===== src/rtl/tt_um_monishvr_fifo.sv =====
`default_nettype none
// tt_um_monishvr_fifo: single-clock DEPTH x DATA_W FIFO tile, occupancy shown on uio_out.
// Revision: 1.0 - initial release
module tt_um_monishvr_fifo #(
  parameter int DATA_W = 6,
  parameter int DEPTH  = 16,
  parameter int CNT_W  = $clog2(DEPTH) + 1
) (
  input  logic       clk,
  input  logic       rst_n,
  input  logic       ena,
  input  logic [7:0] ui_in,
  output logic [7:0] uo_out,
  input  logic [7:0] uio_in,
  output logic [7:0] uio_out,
  output logic [7:0] uio_oe
);

  localparam int AW = $clog2(DEPTH);

  logic [DATA_W-1:0] mem [DEPTH];
  logic [AW-1:0]     wptr;
  logic [AW-1:0]     rptr;
  logic [CNT_W-1:0]  count;
  logic [DATA_W-1:0] dout;

  logic [DATA_W-1:0] din;
  logic              wr_en;
  logic              rd_en;
  logic              empty;
  logic              full;
  logic              rd_ok;
  logic              wr_ok;
  logic              unused;

  assign din   = ui_in[DATA_W-1:0];
  assign wr_en = ui_in[6];
  assign rd_en = ui_in[7];

  assign empty = (count == '0);
  assign full  = (count == CNT_W'(DEPTH));

  // A read frees a slot this edge, so a write into a full FIFO may proceed alongside it.
  assign rd_ok = rd_en & ~empty;
  assign wr_ok = wr_en & (~full | rd_ok);

  assign uo_out  = {empty, full, dout};
  assign uio_out = 8'(count);
  assign uio_oe  = 8'hFF;
  assign unused  = &{1'b0, ena, uio_in};

  // Storage is deliberately left out of reset.
  always_ff @(posedge clk) begin
    if (wr_ok) begin
      mem[wptr] <= din;
    end
  end

  always_ff @(posedge clk) begin
    if (rst_n) begin
      wptr  <= '0;
      rptr  <= '0;
      count <= '0;
      dout  <= '0;
    end else begin
      if (wr_ok) begin
        wptr <= wptr + 1'b1;
      end
      if (rd_ok) begin
        dout <= mem[rptr];
        rptr <= rptr + 1'b1;
      end
      case ({wr_ok, rd_ok})
        2'b10:   count <= count + 1'b1;
        2'b01:   count <= count - 1'b1;
        default: count <= count;
      endcase
    end
  end

endmodule
`default_nettype wire


===== config.mk =====
export PLATFORM = sky130hd
export DESIGN_NAME = tt_um_monishvr_fifo
export DESIGN_NICKNAME = d
export VERILOG_FILES = /design/src/rtl/tt_um_monishvr_fifo.sv
export SDC_FILE = /design/constraint.sdc
export NUM_CORES = 1
export LEC_CHECK = 0
export CAP_MARGIN = 20
export CORE_ASPECT_RATIO = 0.8
export CORE_MARGIN = 2
export CORE_UTILIZATION = 45
export DETAILED_ROUTE_END_ITERATION = 12
export PLACE_DENSITY_LB_ADDON = 0.25
export SETUP_SLACK_MARGIN = 0.05
export SYNTH_ARGS = -nofsm -noshare
export SYNTH_HDL_FRONTEND = slang
export SYNTH_SLANG_ARGS = --single-unit

===== constraint.sdc =====
create_clock -name clk -period 3.2 [get_ports clk]
set_input_delay 0.48 -clock clk [delete_from_list [all_inputs] [get_ports clk]]
set_output_delay 0.48 -clock clk [all_outputs]
set_load 0.02 [all_outputs]

### After elaboration in Yosys (flattened, before gate mapping)

Memory sizes are Yosys's and may differ from the RTL's. A register that Yosys moved wholly into a read port is not among the register bits.
Cells that the tools add are included.
W data, S select, Z words.

| word-level totals | value |
|---|---|
| input bits | 19 |
| logic and storage cells | 21 |
| output and inout port bits | 24 |
| memory bits (writable) | 96 |
| memories | 1 |
| flip-flop bits (word level) | 13 |

Memories:

| name | depth | width | rd ports | clocked after Yosys merged registers in | write ports | RTL line | RTL |
|---|---|---|---|---|---|---|---|
| mem | 16 | 6 | 1 | 1 | 1 | 21 | `logic [DATA_W-1:0] mem [DEPTH];` |

| operators by class | value |
|---|---|
| bitwise operators | 5 |
| add/sub/neg operators | 4 |
| multiplexer cells | 3 |
| eq/ne operators | 3 |
| reductions and logical operators | 2 |

Operator list:

| cell | count |
|---|---|
| $pmux W5 S2 | 1 |
| $add A4 B1 Y4 const B | 2 |
| $add A5 B1 Y5 const B | 1 |
| $eq A5 B5 Y1 const B | 1 |
| $logic_not A5 Y1 | 1 |
| $sub A5 B1 Y5 const B | 1 |
| $and A1 B1 Y1 | 2 |
| $eq A2 B1 Y1 const B | 1 |
| $eq A2 B2 Y1 const B | 1 |
| $mux W1 | 2 |
| $not A1 Y1 | 2 |
| $reduce_bool A2 Y1 | 1 |
| $or A1 B1 Y1 | 1 |

### Depth between registers and ports, before layout

Gate-level depths: netlist of the first run.

| depth | value |
|---|---|
| depth in word-level cells | 7 |
| gate-level depth with buffers | 9 |
| depth with buffers taken out | 8 |

### Worst setup path after synthesis of the first run

OpenSTA, ideal clock, no wires.

| timing path | value |
|---|---|
| kind | in2reg |
| from | input port ui_in[7] |
| to | register count[4] |
| required time | 3105 ps |
| arrival | 2674 ps |
| stages on the path | 9 |
| library setup time | 95 ps |
| path slack | 431 ps |
| path buffers | 1 |
| cells stage by stage | clkbuf_1 > nand2b_1 > a21oi_1 > inv_1 > fa_1 > nand2b_1 > a21oi_1 > mux2_2 > a221oi_1 |

| between the ends | value |
|---|---|
| longest elaborated chain between the ends | 5 |
| elaborated cells between the ends (all ways) | 7 |
| classes of those cells | 2 x eq/ne; 1 x mux; 3 x bitwise; 1 x reduce/logical |

Ends and longest elaborated chain:

| item | RTL line | RTL |
|---|---|---|
| start, declared | 12 | `input logic [7:0] ui_in,` |
| $and A1 B1 Y1 * | 44 | `assign rd_ok = rd_en & ~empty;` |
| $or A1 B1 Y1 | 45 | `assign wr_ok = wr_en & (~full \| rd_ok);` |
| $and A1 B1 Y1 | 45 |  |
| $eq A2 B1 Y1 or $eq A2 B2 Y1 (tied branches) | 73 | `case ({wr_ok, rd_ok})` |
| $pmux W5 S2 or $reduce_bool A2 Y1 (tied branches) | -- |  |
| end signal, assigned | 74 | `2'b10: count <= count + 1'b1;` |
| end signal, assigned | 75 | `2'b01: count <= count - 1'b1;` |
| end signal, assigned | 76 | `default: count <= count;` |
| end, declared | 24 | `logic [CNT_W-1:0] count;` |

Every way passes the cells marked *; elsewhere a longest branch is shown, timed or not.
A chain may end at the register's enable or synchronous reset.

### Worst setup path after layout of the first run

| timing path | value |
|---|---|
| from | register count[0] |
| to | output port uo_out[6] |

| between the ends | value |
|---|---|
| longest elaborated chain between the ends | 1 |

Ends and longest elaborated chain:

| item | RTL line | RTL |
|---|---|---|
| $eq A5 B5 Y1 | 41 | `assign full = (count == CNT_W'(DEPTH));` |
| end, declared | 13 | `output logic [7:0] uo_out,` |

Every way passes these cells.

==> results of run 1 <==
[layer usage]
metal	up-vias	track usage (%)
li1	1277	-
met1	1321	25.0
met2	73	27.3
met3	8	4.23
met4	0	6.44
met5	-	0
[power groups by stage]
stage / clock [W] / combinational [W] / sequential [W]
6_report: 0.00189 / 0.00103 / 0.00181
5_1_grt: 0.00200 / 0.00112 / 0.00183
4_1_cts: 0.00192 / 0.00104 / 0.00181
3_5_place_dp: 0 / 0.00103 / 0.00184
3_3_place_gp: 0 / 0.00101 / 0.00184
2_1_floorplan: 0 / 0.000682 / 0.00190
[cells in the final DEF, fill, tap and decap left out, types with 2 or more instances in the layout]
master and count:
clkbuf_16 17, clkinv_2 2, clkinv_4 2, bufinv_16 3, mux4_2 12, a31oi_1 2
nor2b_1 3, nor4_1 6, ha_1 8, xnor2_1 2, conb_1 11, nand2b_1 7
nand3_1 2, and3_1 2, dfxtp_1 18, buf_4 10, edfxtp_1 96, nor3_1 10
mux2_4 3, nand2_1 7, inv_1 6, or3_1 2, clkdlybuf4s50_1 22, o22ai_1 12
mux2i_1 28, clkinvlp_4 4, clkbuf_1 2, nor2_1 33, xor2_1 4, a21oi_1 4
a22o_1 6
[logic make-up after synthesis]
| logic type | synth area share (%) |
|---|---|
| flops | 66.7 |
| simple gates | 7.78 |
| mux | 12.4 |
| compound gates | 5.45 |
| buf+inv | 3.99 |
| fa+ha+maj | 2.46 |
| xor+xnor | 1.07 |
| other cells | 0.154 |
[path summary, 6_finish.rpt]
check	from	endpoint	slack (ns)	cells after the start
worst min-delay path	dout[4]	dout[4]	0.49	2
worst max-delay path	count[0]	uo_out[6]	0.39	3
worst max register to register	count[0]	count[4]	0.49	8
worst min register to register	dout[4]	dout[4]	0.49	2
[synth_stat cells (4+ instances only)]
| master | instances | area share, % |
|---|---|---|
| xor2_1 | 4 | 0.72 |
| mux2i_1 | 28 | 5.7 |
| a21oi_1 | 4 | 0.41 |
| dfxtp_1 | 19 | 7.8 |
| inv_1 | 6 | 0.46 |
| o22ai_1 | 12 | 1.5 |
| ha_1 | 8 | 2.0 |
| edfxtp_1 | 96 | 59 |
| nor3_1 | 10 | 1.0 |
| buf_4 | 15 | 2.3 |
| nor2_1 | 33 | 2.5 |
| a22o_1 | 6 | 1.1 |
| nand2b_1 | 7 | 0.90 |
| nor4_1 | 6 | 0.77 |
| nand2_1 | 7 | 0.54 |
| clkbuf_1 | 5 | 0.38 |
| mux4_2 | 12 | 5.5 |
[flip-flops by register name, indices dropped and copies added, names as in the netlist]
name / flops
dout: 6
mem: 96
count: 5
rptr: 4
wptr: 4
[through the flow]
stage | setup WS (ns) | std cells | hold slack [ns] | total power (W)
3_3_place_gp | 0.317 | 480 | 0.485 | 0.00285
6_report | 0.389 | 513 | 0.488 | 0.00474
2_1_floorplan | 0.431 | 331 | 0.510 | 0.00258
5_1_grt | 0.272 | 513 | 0.501 | 0.00495
3_5_place_dp | 0.323 | 480 | 0.478 | 0.00288
4_1_cts | 0.364 | 512 | 0.489 | 0.00478
[worst max-delay path, stage by stage, from the launching register on]
cell             delay (ns)
dfxtp_1                0.36
or4_1                  0.78
nor2_1                 0.16
clkdlybuf4s50_1        0.62
[cell type report]
| type | instances | area [um2] |
|---|---|---|
| tap | 144 | 180 |
| sequential | 115 | 3260 |
| clock buffer | 20 | 447 |
| multi-input combinational | 182 | 1470 |
| inverter | 7 | 26.3 |
| clock inverter | 12 | 156 |
| fill | 883 | 4880 |
| timing repair buffer | 33 | 303 |
==> impl_metrics.json, run 1 <==
{
  "root_buffer": "clkbuf_16",
  "syn_area_um2": 4890,
  "p_per_area_nw_per_um2": 811,
  "antenna_cells": 0,
  "internal_power_w": 0.00342,
  "ir_drop_uv": 409,
  "place_area_um2": 5230,
  "ys_seq_elements": 115,
  "syn-instance-count": 322,
  "grt_overflow": 0,
  "clk_latency_ns": 0.41,
  "netSwitchingPower_w": 0.00132,
  "top_layer": "met4",
  "first_global_vias": 2753,
  "fin_worst_skew_ns": 0.0134,
  "place_congestion": 0.785,
  "fin_nets": 384,
  "worstSetupPathType": "register to output port",
  "num_rows": 34,
  "wl_met3_um": 468,
  "viasPerCell": 5.22,
  "fmax_mhz": 356,
  "clockPowerShare_pct": 40.0,
  "finalHoldViolCount": 0,
  "wl_met2_um": 4570,
  "core_region_area_um2": 10700,
  "vias": 2679,
  "grt_use_total_pct": 17.8,
  "cts_buffers": 17,
  "critPathMaxFanout": 9,
  "ys_types": 47,
  "synth.avg_cell_area_um2": 15.2,
  "dieArea_um2": 11700,
  "cts_buffer_depth": 2,
  "wire_per_inst_um": 18.6,
  "worstMarginPinSlew_ns": 0.822,
  "die_w_um": 121,
  "route.detailed.drc": 0,
  "cts_resized": 0,
  "async_flop_share_pct": 0,
  "crit_path_end_kind": "output port",
  "start_util_pct": 45.6,
  "period_minus_slack_ns": 2.81,
  "drive_gt1_share_pct": 17.1,
  "fin_util_pct": 54.5,
  "area_growth_pct": 19.5,
  "synth-seq-area-share_pct": 66.7,
  "max-slew-margin-rel_pct": 45.0,
  "grt_start_max_net_pins": 27,
  "port_buffers": 22,
  "cts_tree": "built",
  "cts.sinks": 115,
  "setup_violations": 0,
  "ios": 43,
  "postLayoutCellArea_um2": 5840,
  "first_pass_iters": 4,
  "holdCritPathClass": "register to register",
  "met1_length_um": 4440,
  "yosys_warnings": 0,
  "critPathLaunchType": "register",
  "combPwrFrac_pct": 21.8,
  "drt-initial-drc-count": 211,
  "switching_share_pct": 27.9,
  "cp.required_ns": 2.72,
  "dieHeight_um": 97.3,
  "grt_setup_unrepaired": "false",
  "ant_nets": 0,
  "status": "finished, final reports clean",
  "drv_cap": 0,
  "critical_path_arrival_ns": 2.33,
  "hpwl_um": 6360,
  "synth-main-ff-cell": "edfxtp_1",
  "finalSetupTns_ns": 0,
  "seq_power_share_pct": 38.3,
  "p_leak_nw": 1.93,
  "wirelength_um": 9550,
  "antenna_found_initial": 0,
  "cts_setup_buffers": 0,
  "finalCritPeriodShare_pct": 87.8,
  "maxSlewViolCount": 0,
  "h-tree-depth": 4,
  "synth_edf_count": 96,
  "holdBufCountCts": 0,
  "clk_pin_slew_worst_paths_ns": 0.05,
  "grt_pass1_wl_um": 15400
}
Note: power is estimated with default switching activity, not from simulation.
==> run 2, diff against run 1 <==
Settings changed: CTS_CLUSTER_DIAMETER set to 120.
==> results of run 2 <==
Same layout as run 1: the final DEF is identical, and so are final timing and power.
==> run 3, diff against run 2 <==
Settings changed: CORE_MARGIN 2 to 1.
==> impl_metrics.json, run 3 (synthesis gave the netlist of run 1 again) <==
{
  "maxSlewViolCount": 0,
  "dieArea_um2": 11300,
  "drt-initial-drc-count": 168,
  "holdCritPathClass": "register to register",
  "setup_violations": 0,
  "worstSetupPathType": "register to output port",
  "finalCritPeriodShare_pct": 87.2,
  "worstMarginPinSlew_ns": 0.856,
  "cp.required_ns": 2.72,
  "holdWs_ns": 0.496,
  "max-slew-margin-rel_pct": 42.8,
  "clk_pin_slew_worst_paths_ns": 0.05,
  "area_growth_pct": 19.4,
  "fin_util_pct": 56.2,
  "final_cell_mix": "96 x edfxtp_1, 33 x nor2_1, 28 x mux2i_1, 22 x clkdlybuf4s50_1, 18 x dfxtp_1",
  "first_pass_iters": 4,
  "timing.rr.start": "count[0]",
  "hpwl_um": 6210,
  "grt_overflow": 0,
  "ios": 43,
  "place_congestion": 0.773,
  "crit_path_end_kind": "output port",
  "critPathMaxFanout": 9,
  "period_minus_slack_ns": 2.79,
  "cp-startpoint": "count[0]",
  "finalSetupTns_ns": 0,
  "hold_path_depth": 2,
  "cts_buffer_depth": 2,
  "drive_gt1_share_pct": 17.3,
  "ant_nets": 0,
  "seq_area_um2": 3260,
  "fin_nets": 384,
  "p_per_area_nw_per_um2": 814,
  "root_buffer": "clkbuf_16",
  "regMostFlops": "mem",
  "wire_per_inst_um": 18.8,
  "grt_setup_unrepaired": "false",
  "clk_latency_ns": 0.41,
  "vias": 2700,
  "largest_reg_flops": 96,
  "place_area_um2": 5230,
  "num_rows": 33,
  "critPathLaunchType": "register",
  "wirelength_um": 9550,
  "antenna_cells": 0,
  "cts_setup_buffers": 0,
  "critical_path_arrival_ns": 2.31,
  "worstHoldStart": "dout[0]",
  "reg.largest.list": "mem (96), dout (6), count (5)",
  "h-tree-depth": 4,
  "grt_start_max_net_pins": 27,
  "grt_pass1_wl_um": 15200,
  "power.total_w": 0.00475,
  "dieHeight_um": 95.3,
  "multi_input_area_um2": 1470,
  "layout_commonest_cell": "edfxtp_1",
  "antenna_found_initial": 0,
  "start_util_pct": 47.0,
  "fmax_mhz": 359,
  "postLayoutCellArea_um2": 5840,
  "fin_worst_skew_ns": 0.00965,
  "port_buffers": 22,
  "grt_use_total_pct": 18.8,
  "finalHoldViolCount": 0,
  "status": "finished, final reports clean",
  "route.detailed.drc": 0,
  "core_region_area_um2": 10400,
  "ir_drop_uv": 498,
  "cts_tree": "built",
  "drv_cap": 0,
  "die_w_um": 119,
  "first_global_vias": 2708,
  "worstRegToRegCells": 8,
  "cts.sinks": 115,
  "cts_buffers": 17,
  "p_leak_nw": 1.95,
  "viasPerCell": 5.30,
  "holdBufCountCts": 0,
  "fillCellCount": 836,
  "cts_resized": 0
}
==> run 3: cell types whose count changed in the layout (fill, tap and decap cells not counted) <==
cell | previous run | this run
clkbuf_1 | 2 | 1
clkbuf_2 | 0 | 1
clkbuf_4 | 1 | 0
clkbuf_8 | 1 | 0
clkinv_4 | 2 | 5
clkinvlp_4 | 4 | 1
inv_6 | 1 | 2
inv_8 | 0 | 1
==> run 3: worst max-delay path, cell delays in order, from the launching register on <==
cell             delay (ns)
dfxtp_1                0.36
or4_1                  0.77
nor2_1                 0.16
clkdlybuf4s50_1        0.61
==> run 3: worst paths after layout <==
kind,endpoint,slack [ns]
worst min-delay path,dout[0],0.50
worst max-delay path,uo_out[6],0.41
worst min register to register,dout[0],0.50
worst max register to register,count[4],0.61
==> run 3: metal layers <==
metal  track usage (%)  part of all wire [%]  wire length (um)
met5                 0                     0                 0
met4              6.75                  0.89                85
met3              6.28                   4.6               441
met2              28.8                    47              4480
met1              25.3                    48              4540
==> run 3: final cells by class <==
cell class | count | area share [%]
clock buffers | 18 | 7.34
clock inverters | 14 | 3.08
inverters | 7 | 0.450
multi-input cells | 182 | 25.1
flip-flops and latches | 115 | 55.9
well taps | 140 | 3.00
repair buffers | 33 | 5.14
==> run 3: metrics by stage <==
stage / setup slack, ns / cells
final: 0.411 / 509
after floorplan: 0.431 / 331
after detailed placement: 0.302 / 476
after global placement: 0.328 / 476
after CTS: 0.391 / 508
after global routing: 0.295 / 509
==> run 3: power breakdown <==
group | internal, W | total, W | switching (W)
combinational | 0.000448 | 0.00102 | 0.000572
clock | 0.00124 | 0.00192 | 0.000686
sequential | 0.00172 | 0.00181 | 0.0000884
